<file path="src/rtl/glitch_filter_nch_if.sv">
// glitch_filter_nch_if: raw inputs, runtime controls and filtered outputs of the glitch filter
//   sig_in : raw asynchronous channel inputs
//   enable : 1 = filtering advances, 0 = freeze
//   mode   : 0 = consecutive-sample, 1 = saturating integrator
//   thr    : stability threshold (0 behaves as 1)
//   sigout : filtered levels
//   rise   : one-cycle 0->1 pulse per channel
//   fall   : one-cycle 1->0 pulse per channel
interface glitch_filter_nch_if #(
    parameter int CHANNELS = 4,
    parameter int CNT_W    = 4
);
    logic [CHANNELS-1:0] sig_in, sigout, rise, fall;
    logic                enable, mode;
    logic [CNT_W-1:0]    thr;
    modport master (output sig_in, enable, mode, thr, input sigout, rise, fall);
    modport slave  (input sig_in, enable, mode, thr, output sigout, rise, fall);
endinterface

</file>
<file path="src/rtl/glitch_filter_nch.sv">
// glitch_filter_nch: multi-channel debounce filter with consecutive and integrator modes
//   clock : rising-edge clock
//   reset : synchronous active-low reset
//   bus   : slave side of glitch_filter_nch_if (sig_in/enable/mode/thr in, sigout/rise/fall out)
module glitch_filter_nch #(
    parameter int CHANNELS  = 4,
    parameter int CNT_W     = 4,
    parameter bit RESET_VAL = 1'b0
) (
    input logic clock,
    input logic reset,
    glitch_filter_nch_if.slave bus
);
    localparam logic [CNT_W:0] ONE = 1;
    logic             mode_q, mchg;
    logic [CNT_W-1:0] t;
    assign t    = (bus.thr == '0) ? ONE[CNT_W-1:0] : bus.thr;
    assign mchg = bus.mode != mode_q;
    // mode_q tracks mode in reset as well, so leaving reset never looks like a mode change
    always_ff @(posedge clock)
        mode_q <= bus.mode;
    for (genvar i = 0; i < CHANNELS; i++) begin : g_ch
        logic             s1, s2, q, q_n, r, f;
        logic [CNT_W-1:0] cnt, cnt_n;
        logic [CNT_W:0]   te, c, inc, n;
        always_comb begin
            te    = {1'b0, t};
            // a count left above a freshly lowered threshold is pulled back to it
            c     = ({1'b0, cnt} > te) ? te : {1'b0, cnt};
            inc   = c + ONE;
            n     = s2 ? ((inc > te) ? te : inc) : ((c == '0) ? '0 : c - ONE);
            cnt_n = cnt;
            q_n   = q;
            if (bus.enable) begin
                if (mchg)
                    cnt_n = (bus.mode && q) ? t : '0;
                else if (!bus.mode) begin
                    if (s2 == q)
                        cnt_n = '0;
                    else if ({1'b0, cnt} + ONE >= te) begin
                        q_n   = s2;
                        cnt_n = '0;
                    end else
                        cnt_n = cnt + ONE[CNT_W-1:0];
                end else begin
                    cnt_n = n[CNT_W-1:0];
                    q_n   = (n == te) ? 1'b1 : (n == '0) ? 1'b0 : q;
                end
            end
        end
        always_ff @(posedge clock) begin
            if (!reset) begin
                s1  <= RESET_VAL;
                s2  <= RESET_VAL;
                q   <= RESET_VAL;
                cnt <= '0;
                r   <= 1'b0;
                f   <= 1'b0;
            end else begin
                s1  <= bus.sig_in[i];
                s2  <= s1;
                q   <= q_n;
                cnt <= cnt_n;
                r   <= q_n & ~q;
                f   <= ~q_n & q;
            end
        end
        assign bus.sigout[i] = q;
        assign bus.rise[i]   = r;
        assign bus.fall[i]   = f;
    end
endmodule

</file>
<file path="src/flat_wrapper.sv">
// flat-port wrapper written by rule: the top's interface ports become plain ports
module glitch_filter_nch_flat 
#(
    parameter int CHANNELS  = 4,
    parameter int CNT_W     = 4,
    parameter bit RESET_VAL = 1'b0
)
  (clock, reset, bus_sig_in, bus_enable, bus_mode, bus_thr, bus_sigout, bus_rise, bus_fall);
  glitch_filter_nch_if #(.CHANNELS(CHANNELS), .CNT_W(CNT_W)) bus_i ();
  input logic clock;
  input logic reset;
  input wire logic [$bits(bus_i.sig_in)-1:0] bus_sig_in;
  input wire logic [$bits(bus_i.enable)-1:0] bus_enable;
  input wire logic [$bits(bus_i.mode)-1:0] bus_mode;
  input wire logic [$bits(bus_i.thr)-1:0] bus_thr;
  output wire logic [$bits(bus_i.sigout)-1:0] bus_sigout;
  output wire logic [$bits(bus_i.rise)-1:0] bus_rise;
  output wire logic [$bits(bus_i.fall)-1:0] bus_fall;
  assign bus_i.sig_in = bus_sig_in;
  assign bus_i.enable = bus_enable;
  assign bus_i.mode = bus_mode;
  assign bus_i.thr = bus_thr;
  assign bus_sigout = bus_i.sigout;
  assign bus_rise = bus_i.rise;
  assign bus_fall = bus_i.fall;
  glitch_filter_nch #(.CHANNELS(CHANNELS), .CNT_W(CNT_W), .RESET_VAL(RESET_VAL)) u_core (.clock(clock), .reset(reset), .bus(bus_i));
endmodule
</file>
<file path="config.mk">
export PLATFORM = sky130hd
export DESIGN_NAME = glitch_filter_nch_flat
export DESIGN_NICKNAME = d
export VERILOG_FILES = /design/src/rtl/glitch_filter_nch_if.sv /design/src/rtl/glitch_filter_nch.sv /design/src/flat_wrapper.sv
export SDC_FILE = /design/constraint.sdc
export NUM_CORES = 1
export LEC_CHECK = 0
export BUFFER_PORTS_ARGS = -buffer_cell sky130_fd_sc_hd__buf_2
export CORE_MARGIN = 2
export CORE_UTILIZATION = 30
export CTS_CLUSTER_SIZE = 16
export DETAILED_ROUTE_END_ITERATION = 8
export GPL_TIMING_DRIVEN = 0
export PLACE_DENSITY_LB_ADDON = 0.12
export SLEW_MARGIN = 5
export SYNTH_ARGS = -nofsm -noshare
export SYNTH_HDL_FRONTEND = slang
export SYNTH_SLANG_ARGS = --single-unit
</file>
<file path="constraint.sdc">
create_clock -name clock -period 14 [get_ports clock]
set_input_delay 2.8 -clock clock [delete_from_list [all_inputs] [get_ports clock]]
set_output_delay 2.8 -clock clock [all_outputs]
set_load 0.1 [all_outputs]
</file>
# == After elaboration in Yosys (flattened, before gate mapping) ==
# Cells that the tools add are included.
# classes
n_lt_le_gt_ge,12
eq_ne,9
mux,65
bitwise_logic,16
n_reduce_logical,13
n_addsub,16
# ops
op,n
4-bit two-way mux,25
5-bit two-way mux,12
5-bit zero test,8
1-bit two-way mux,28
4-bit by 1-bit adder with 5-bit output (second input constant),4
5-bit by 1-bit adder with 5-bit output (second input constant),4
5-bit by 4-bit == test with 1-bit output,4
5-bit by 4-bit greater-or-equal comparator with 1-bit output,4
5-bit by 4-bit greater-than comparator with 1-bit output,4
5-bit by 1-bit subtractor with 5-bit output (second input constant),4
4-bit by 1-bit adder with 4-bit output (second input constant),4
4-bit greater-than comparator,4
1-bit bitwise AND,8
1-bit NOT,8
1-bit == test,4
1-bit logical AND,4
4-bit zero test,1
1-bit inequality test,1
# totals
regBits,37
out_inout_bits,12
elab_cells,156
input_bits,12

# == Logic depth before layout (Yosys ltp) ==
# Gate-level depths: netlist of run 1.
# depth
word_depth,16
mapped_depth,27

# == Least setup slack after synthesis of run 1 ==
# No wires, ideal clock.
# synth_path
path_kind,input to register
from,in bus_thr[1]
to,reg u_core.g_ch[1].q
arrival_time_ns,7.890
path_stages,24
n_path_buf,3
setup_slack_ns,5.991
setup_time_ns,0.120
required_ns,13.880
cell_sequence,buf_2 -> nor3_1 -> nor2_1 -> inv_2 -> buf_2 -> ha_1 -> and4_2 -> a21oi_4 -> mux2i_1 -> ha_1 -> clkbuf_1 -> nor2b_1 -> o21ai_0 -> o311ai_0 -> or4_1 -> ha_1 -> nand4_1 -> o21ai_0 -> a21o_1 -> o221ai_4 -> a32o_1 -> or3_1 -> o41a_1 -> o31a_1
# synth_via
elab_chain_cells,14
word_cells_on_any_way,21
cone_classes,2 x add/sub; 3 x order compare; 1 x eq/ne; 12 x mux; 3 x reduce/logical
# synth_lines
item,line,rtl
"start, declared",flat_wrapper.sv:15,input wire logic [$bits(bus_i.thr)-1:0] bus_thr;
4-bit zero test,glitch_filter_nch.sv:17,assign t = (bus.thr == '0) ? ONE[CNT_W-1:0] : bus.thr;
4-bit two-way mux *,glitch_filter_nch.sv:17,
4-bit greater-than comparator,glitch_filter_nch.sv:29,"c = ({1'b0, cnt} > te) ? te : {1'b0, cnt};"
4-bit two-way mux,glitch_filter_nch.sv:29,
5-bit by 1-bit adder with 5-bit output,glitch_filter_nch.sv:30,inc = c + ONE;
5-bit by 4-bit greater-than comparator with 1-bit output,glitch_filter_nch.sv:31,n = s2 ? ((inc > te) ? te : inc) : ((c == '0) ? '0 : c - ONE);
5-bit two-way mux (2 in a row),glitch_filter_nch.sv:31,
5-bit zero test,glitch_filter_nch.sv:47,q_n = (n == te) ? 1'b1 : (n == '0) ? 1'b0 : q;
1-bit two-way mux (2 in a row),glitch_filter_nch.sv:47,
1-bit two-way mux *,glitch_filter_nch.sv:37,else if (!bus.mode) begin
1-bit two-way mux *,glitch_filter_nch.sv:35,if (mchg)
1-bit two-way mux *,glitch_filter_nch.sv:34,if (bus.enable) begin
"end signal, assigned",glitch_filter_nch.sv:62,q <= q_n;
"end, declared",glitch_filter_nch.sv:23,"logic s1, s2, q, q_n, r, f;"
# Every way passes the cells marked *; elsewhere a longest branch is shown, timed or not.
# A chain may end at the register's enable or synchronous reset.

# == Final worst setup path of run 1 ==
# layout_path
from,in bus_thr[2]
to,reg u_core.g_ch[1].f
# layout_via
elab_chain_cells,16
word_cells_on_any_way,23
cone_classes,2 x add/sub; 3 x order compare; 1 x eq/ne; 12 x mux; 2 x bitwise; 3 x reduce/logical
# layout_lines
item,line,rtl
4-bit zero test,glitch_filter_nch.sv:17,
4-bit two-way mux *,glitch_filter_nch.sv:17,
4-bit greater-than comparator,glitch_filter_nch.sv:29,
4-bit two-way mux,glitch_filter_nch.sv:29,
5-bit by 1-bit adder with 5-bit output,glitch_filter_nch.sv:30,
5-bit by 4-bit greater-than comparator with 1-bit output,glitch_filter_nch.sv:31,
5-bit two-way mux (2 in a row),glitch_filter_nch.sv:31,
5-bit zero test,glitch_filter_nch.sv:47,
1-bit two-way mux (2 in a row),glitch_filter_nch.sv:47,
1-bit two-way mux *,glitch_filter_nch.sv:37,
1-bit two-way mux *,glitch_filter_nch.sv:35,
1-bit two-way mux *,glitch_filter_nch.sv:34,
1-bit NOT *,glitch_filter_nch.sv:65,f <= ~q_n & q;
1-bit bitwise AND *,glitch_filter_nch.sv:65,
"end signal, assigned",glitch_filter_nch.sv:65,
"end, declared",glitch_filter_nch.sv:23,
# Marked as above.

==> impl_results.md, run 1 <==
* Worst Setup End Kind: flip-flop
* Lkg Pwr at ~2.4 nW
* Synthesized flop and latch total at 37
* Total core area at roughly 17000 um2
* Drt first pass iters at 5
* Warning count from the yosys run at 0
* Worst Clk Skew at between 0.008 and 0.009 ns
* Buffer count from post-CTS setup fixing at 0
* Minimum clock period after layout at between 10 and 15 ns
* Placement row count at 48
* Layout net count at between 700 and 800
* CP max stage cell: buf_1
* Distinct cell type count after synthesis at 86
* Slew Limit Fails at 0
* Mapped Area at 5310 um2
* Post-route setup TNS at 0 ns
* Number of antenna cells inserted at 0
* Launch point of the worst path: bus_thr[2]
* Most used flip-flop cell after synthesis: dfxtp_1
* Final core area utilization at around a third
* Routed wire per std cell at roughly 21 um
* Crit path capture: u_core.g_ch[1].f
* Vias per inst at 5.98
* Required @ worst endpoint at between 10 and 15 ns
* GR peak layer: met2
* Fraction of synthesis flops using an asynchronous set or reset pin at 0%
* Count of filler cells inserted in the layout at roughly 1900
* Syn Nets at about 760
* Fraction of post-synthesis cell area in the top cell type by area at 14.0%
* Total Power Consumption at between 400 and 500 uW
* Weighted congestion reported at the end of routability-driven placement at 0.876
* FF-to-FF setup slack at between 7 and 8 ns
* FF-to-FF End: u_core.g_ch[1].f
* Met1 capacity usage during global routing at approximately 29%
* Wire length of the first global-routing pass at 30800 um
* Die ar. at around 19000 um2
* Final HPWL from detailed placement at about 15000 um
* Worst slack on hold paths at 0.430 ns
* Via count of the first global-routing pass at between 5000 and 6000
* Path type of the worst min-delay path: flip-flop to flip-flop
* Average footprint of a synthesized cell at around 7.7 um2
* Met3 GRT Util at ~2.5%
* Starting density of the core at 30.7%
* WL final at roughly 20000 um
* Worst-path clk slew at 0.06 ns
* Number of enable flip-flop cells after synthesis at 0
* VDD IR-drop max at 0.0413 mV
* RSZ-0062 raised after global routing: false
* Share of final-layout standard cells stronger than drive strength 1 at 12.5%
* Final period util at between 70% and 80%
* Cells after Synth at between 600 and 700
* Clock buffer depth at 2
* Number of top-level pins at 24
* Count of hold buffers inserted by post-cts repair at 0
* Critical path's most frequent cell: ha_1
* Buffers on Ports at 21
* DRT antenna net count at 0
* Area Growth Syn to Fin at 9.97%
* Via count at approximately 5700
* Relative max-transition margin at 14.5%
* Synth area leader: dfxtp_1
* Worst slew pin tran at 1.28 ns
* CP peak stage delay at 0.67 ns
* Crit path arrival time at between 10 and 15 ns
* Cells resized by post-CTS repair at 0
* Outcome: finished, final reports clean
* Startpoint of the worst register-to-register path: u_core.g_ch[1].cnt[0]
* Latest clock arrival within the worst-skew pair at between 0.2 and 0.3 ns
* Congestion Overflow GR at 0
* Category of the worst setup path launch point: primary input
* Number of failing setup endpoints in the final timing report at 0
* Max-cap violations at 0
* Final number of hold-violating endpoints at 0
* CTS H-Tree Depth at 2
* Cell Pwr Density at around 84 nW/um2
* Num Clock Sinks at 37
* Achievable Freq at approximately 99 MHz
* Die width at about 140 um
* Category of the most critical setup path: primary input to flip-flop
* Initial antenna violation count at 0
* Total CTS buffers at 5
* Global routing met2 resource utilization at between 30% and 40%
* Root cell of the clock tree: clkbuf_16
* All-layer global routing usage at a little over a fifth
* Initial drt markers at 540
* Number of design rule violations left after detail routing at 0
* Die height at between 100 and 150 um
* Number of cells on the worst reg-to-reg path at 21
* Crit Path Max Fanout at 10
* Cell types occupying the most area after synthesis: dfxtp_1 14%, ha_1 13%, o21ai_0 4.7%, nor2_1 3.9%, xnor2_1 3.8%
* Pin count of the biggest net entering global routing at 22
* TritonCTS clock tree: built
* Sequential area share after synthesis at 14.0%
==> sequential cells by signal (all words and copies together), names as in the netlist <==
signal / count
u_core.mode_q: 1
u_core.g_ch.s1: 4
u_core.g_ch.r: 4
u_core.g_ch.cnt: 16
u_core.g_ch.f: 4
u_core.g_ch.s2: 4
u_core.g_ch.q: 4
==> Yosys cell counts, drive strengths merged (4+ instances only) <==
cell / count
a211oi: 18
or3: 6
clkbuf: 27
dfxtp: 37
and3: 15
o221a: 4
nor4: 9
nor2: 55
a41oi: 4
mux2: 8
nand4: 11
inv: 24
o21ai: 56
ha: 56
o31ai: 4
a211o: 6
nor2b: 14
o31a: 4
mux2i: 19
nand2: 44
a311oi: 4
buf: 32
xor2: 11
and4: 5
a221o: 12
a21boi: 5
nor3: 13
nand3: 18
xnor2: 24
a21o: 6
o21a: 9
and2: 16
a2111oi: 5
a21oi: 31
a31oi: 16
o211ai: 11
o211a: 5
==> area by class of cell <==
class | count | area [um2] | share of cell area [%]
plain buffers | 59 | 304 | 5.21
clock buffers | 5 | 125 | 2.14
repair buffers | 21 | 105 | 1.80
multi-input cells | 571 | 4170 | 71.3
inverters | 26 | 98.8 | 1.69
well taps | 225 | 282 | 4.82
clock inverters | 3 | 17.5 | 0.300
flip-flops and latches | 37 | 741 | 12.7
==> where the power goes <==
part	internal [mW]	switching, mW	total, mW
clock	0.0653	0.0483	0.114
sequential	0.111	0.00747	0.118
combinational	0.0989	0.162	0.261
total	0.275	0.217	0.493
==> how the worst min path moves through the flow <==
stage / start / endpoint / slack (ns) / cells past startpoint
2_1_floorplan: u_core.g_ch[0].s1 / u_core.g_ch[0].s2 / 0.41 / 1
5_1_grt: u_core.g_ch[1].s1 / u_core.g_ch[1].s2 / 0.45 / 1
4_1_cts: u_core.g_ch[2].s1 / u_core.g_ch[2].s2 / 0.44 / 1
6_report: u_core.g_ch[1].s1 / u_core.g_ch[1].s2 / 0.43 / 1
3_5_place_dp: u_core.g_ch[1].s1 / u_core.g_ch[1].s2 / 0.42 / 1
3_3_place_gp: u_core.g_ch[2].s1 / u_core.g_ch[2].s2 / 0.42 / 1
==> critical path, delay by kind of cell <==
family / cells / cell delay (ns)
fa+ha+maj: 3 / 0.98
mux: 1 / 0.46
buf+inv: 6 / 2.45
simple gates: 6 / 1.67
compound gates: 9 / 1.83
==> layout by cell type (no fill, tap or decap), types with 7 or more instances in the layout <==
master    netlist  layout
mux2i_1        18      18
nand4_1        11      11
nand3_1        17      17
a221o_1        12      12
o211ai_1       10      10
nor2_1         55      55
dfxtp_1        37      37
xnor2_1        23      23
and3_1         15      15
clkbuf_1       27      27
buf_1           7       7
a31oi_1        16      16
xor2_1         11      11
o21a_1          8       8
a21oi_1        28      28
nor3_1         13      13
ha_1           56      56
buf_2           9      30
nor4_1          8       8
and2_1         15      15
o21ai_0        50      50
nand2_1        44      44
buf_4          13      13
inv_1          22      22
nor2b_1        13      13
a211oi_1       18      18
==> cells by family after synthesis <==
group	Yosys count	synth area share, %
DFF	37	14.0
and+or+nand+nor	220	21.5
xor gates and xnor gates	35	5.92
AOI/OAI and AO/OA	233	32.4
adders and majority gates	56	13.2
buffers and inverters	85	7.59
muxes	27	5.49
==> through the flow <==
step,cells,area [um2],worst slack [ns]
6_report,947,5840,3.92
5_1_grt,947,5840,3.52
4_1_cts,947,5840,4.11
3_5_place_dp,939,5700,3.83
3_3_place_gp,939,5700,3.92
2_1_floorplan,693,5310,5.99
==> per-layer routing <==
metal  wire length [um]  share of wire (%)  vias up
met5                  0                  0        -
met2               9220                 46      217
met4                448                2.3        0
met1               9200                 46     2710
met3                993                5.0       31
li1                   -                  -     2702
(Power assumes the default switching activity.)
==> run 2, diff against run 1 <==
Settings changed: ABC_AREA from default to 1.
Clock period 14 ns to 10.4 ns, I/O delays scaled along.
==> impl_results.md, run 2 <==
* Weighted congestion reported at the end of routability-driven placement at between 0.8 and 0.9
* Topmost layer with routed signal wires: met4
* Area Growth Syn to Fin at 11.0%
* Root cell of the clock tree: clkbuf_16
* Sequential standard cell area at roughly 740 um2
* Share of final-layout standard cells stronger than drive strength 1 at 8.53%
* RSZ-0062 raised after global routing: false
* Final number of hold-violating endpoints at 0
* Number of flip-flops in the largest register at 16
* Relative max-transition margin at a little under half
* Wire length of the first global-routing pass at 22700 um
* Initial antenna violation count at 0
* Total core area at around 14000 um2
* Cell-internal power at between 300 and 400 uW
* Path type of the worst min-delay path: flip-flop to flip-flop
* Category of the worst setup path launch point: primary input
* Crit Path Max Fanout at 21
* Slew Limit Fails at 0
* Cell Pwr Density at 126 nW/um2
* Buffers on Ports at 21
* Fraction of synthesis flops using an asynchronous set or reset pin at 0%
* Most used flip-flop cell after synthesis: dfxtp_1
* Top cell types by occurrence after synthesis: 225 x nand2_1, 88 x nand3_1, 75 x inv_1
* Sequential area share after synthesis at about 17%
* Cell with the most instances after synthesis: nand2_1
* Gate power share at between 40% and 50%
* Drt first pass iters at 5
* Placement row count at 43
* Layout net count at between 800 and 900
* Clock buffer depth at 2
* Cells resized by post-CTS repair at 0
* CTS H-Tree Depth at 2
* Achievable Freq at 136 MHz
* Category of the most critical setup path: primary input to flip-flop
* Fraction of post-synthesis cell area in the top cell type by area at between 10% and 20%
* Syn Nets at 778
* Starting density of the core at 31.0%
* Die height at 124 um
* CP max stage cell: a31oi_4
* Worst-path clk slew at roughly 0.070 ns
* Die width at approximately 120 um
* Vias per inst at roughly 5
* Routed wire per std cell at ~15 um
* Lkg Pwr at 2.45 nW
* CP peak stage delay at 0.57 ns
* Register with the most flip-flops: u_core.g_ch.cnt
* Num Clock Sinks at 37
* Via count of the first global-routing pass at 4432
* Cell types occupying the most area after synthesis: nand2_1 19%, dfxtp_1 17%, ha_1 16%, nand3_1 10%, inv_1 6.5%
* Simple-gate area share of the yosys netlist at a little over a third
* Met3 routed wirelength at ~630 um
* Clock network power share at 25.4%
* Fraction of the mapped netlist area in compound gates at 17.8%
* Final period util at roughly 71%
* All-layer global routing usage at roughly 18%
* Number of design rule violations left after detail routing at 0
* Number of failing setup endpoints in the final timing report at 0
* Minimum clock period after layout at ~7.4 ns
* Count of filler cells inserted in the layout at 1548
* Latest clock arrival within the worst-skew pair at 0.29 ns
* Mapped Area at roughly 4300 um2
* Crit path arrival time at between 7 and 8 ns
* Post-route setup TNS at 0 ns
* Area taken by multi-input logic gates at 3140 um2
* Congestion Overflow GR at 0
* VDD IR-drop max at approximately 0.064 mV
* Sw frac at approximately 45%
* Switching component of the power at approximately 270 uW
* Pin count of the biggest net entering global routing at 22
* Most common cell after layout, fill and taps aside: nand2_1
* Synth area leader: nand2_1
* Number of top-level pins at 24
* Adder-cell share of the synthesized area at between 15 and 20%
* Worst Clk Skew at 0.00917 ns
* Final HPWL from detailed placement at ~10000 um
* TritonCTS clock tree: built
* Average footprint of a synthesized cell at just over 6 um2
* Number of antenna cells inserted at 0
* Combinational family with the most area after synthesis: simple AND/OR/NAND/NOR gates
* Buffer count from post-CTS setup fixing at 0
* Max-cap violations at 0
* Total CTS buffers at 5
* Worst slew pin tran at 0.825 ns
* Warning count from the yosys run at 0
* Cells after Synth at around 700
* Synthesized flop and latch total at 37
* Detailed route wirelength on metal2 at ~6600 um
* Worst Setup End Kind: flip-flop
* Worst-case setup slack after placement at approximately 2.7 ns
* Mux cell area share after synthesis at 0%
* Outcome: finished, final reports clean
* Distinct cell type count after synthesis at 37
* Via count at around 4700
* Count of hold buffers inserted by post-cts repair at 0
* Area share of xor/xnor cells in the synthesized design at under 10%
* WL final at 14100 um
* Critical path's most frequent cell: nand2_1
* Die ar. at 15500 um2
* DRT antenna net count at 0
* Commonest cells after routing, fill and taps aside: 225 x nand2_1, 88 x nand3_1, 75 x inv_1, 56 x ha_1, 38 x a21oi_1
* Number of enable flip-flop cells after synthesis at 0
* Setup slack of the critical path after layout at between 3 and 4 ns
* Required @ worst endpoint at around 11 ns
* Wl on met1 at between 6000 and 7000 um
* Initial drt markers at 440
* Share of power burned in registers at between 20% and 30%
[run 2: critical path: cells and delay by family]
| family | cells | cell delay, ns |
|---|---|---|
| adders and majority gates | 3 | 0.92 |
| and+or+nand+nor | 16 | 1.70 |
| AOI/OAI and AO/OA | 6 | 1.62 |
| buffers and inverters | 6 | 1.23 |
[run 2: worst paths after layout]
kind                              start                end  slack [ns]  cells after the start
setup / recovery             bus_thr[3]   u_core.g_ch[2].r        3.03                     31
hold / removal        u_core.g_ch[2].s1  u_core.g_ch[2].s2        0.41                      2
setup reg to reg  u_core.g_ch[0].cnt[0]   u_core.g_ch[0].r        6.15                     25
hold reg to reg       u_core.g_ch[2].s1  u_core.g_ch[2].s2        0.41                      2
[run 2: per-stage QoR]
step	std cells	utilization (%)	power, mW	hold WS, ns	instance area [um2]
2_1_floorplan	710	-	0.387	0.390	4350
3_3_place_gp	911	33.3	0.450	0.394	4680
3_5_place_dp	911	33.3	0.454	0.398	4680
4_1_cts	919	34.3	0.607	0.413	4820
5_1_grt	919	34.4	0.658	0.424	4820
6_report	919	34.4	0.609	0.413	4820
[run 2: power groups by stage]
stage               logic (mW)  registers (mW)  clock network [mW]
floorplan                0.227           0.160                   0
global placement         0.286           0.164                   0
detailed placement       0.290           0.164                   0
CTS                      0.291           0.162               0.154
global route             0.335           0.163               0.160
finish                   0.293           0.162               0.155
[run 2: metal layers]
| layer | vias to the layer above | GRT usage, % |
|---|---|---|
| li1 | 2441 | - |
| met4 | 0 | 3.83 |
| met1 | 2123 | 23.4 |
| met3 | 11 | 2.02 |
| met5 | - | 0 |
| met2 | 121 | 31.3 |
[run 2: final cells by class]
cell class	count	area share, %
Multi-Input combinational cell	563	65.1
Clock inverter	2	0.311
Clock buffer	6	2.67
Tap cell	180	4.67
Buffer	27	3.19
Timing Repair Buffer	21	2.18
Inverter	83	6.51
Sequential cell	37	15.4
[run 2: logic make-up (layout without fill, tap and decap cells)]
kind of cell	Yosys count	in the layout
xor+xnor	9	9
flops	37	37
buf+inv	110	139
fa+ha+maj	56	56
simple gates	372	372
compound gates	126	126
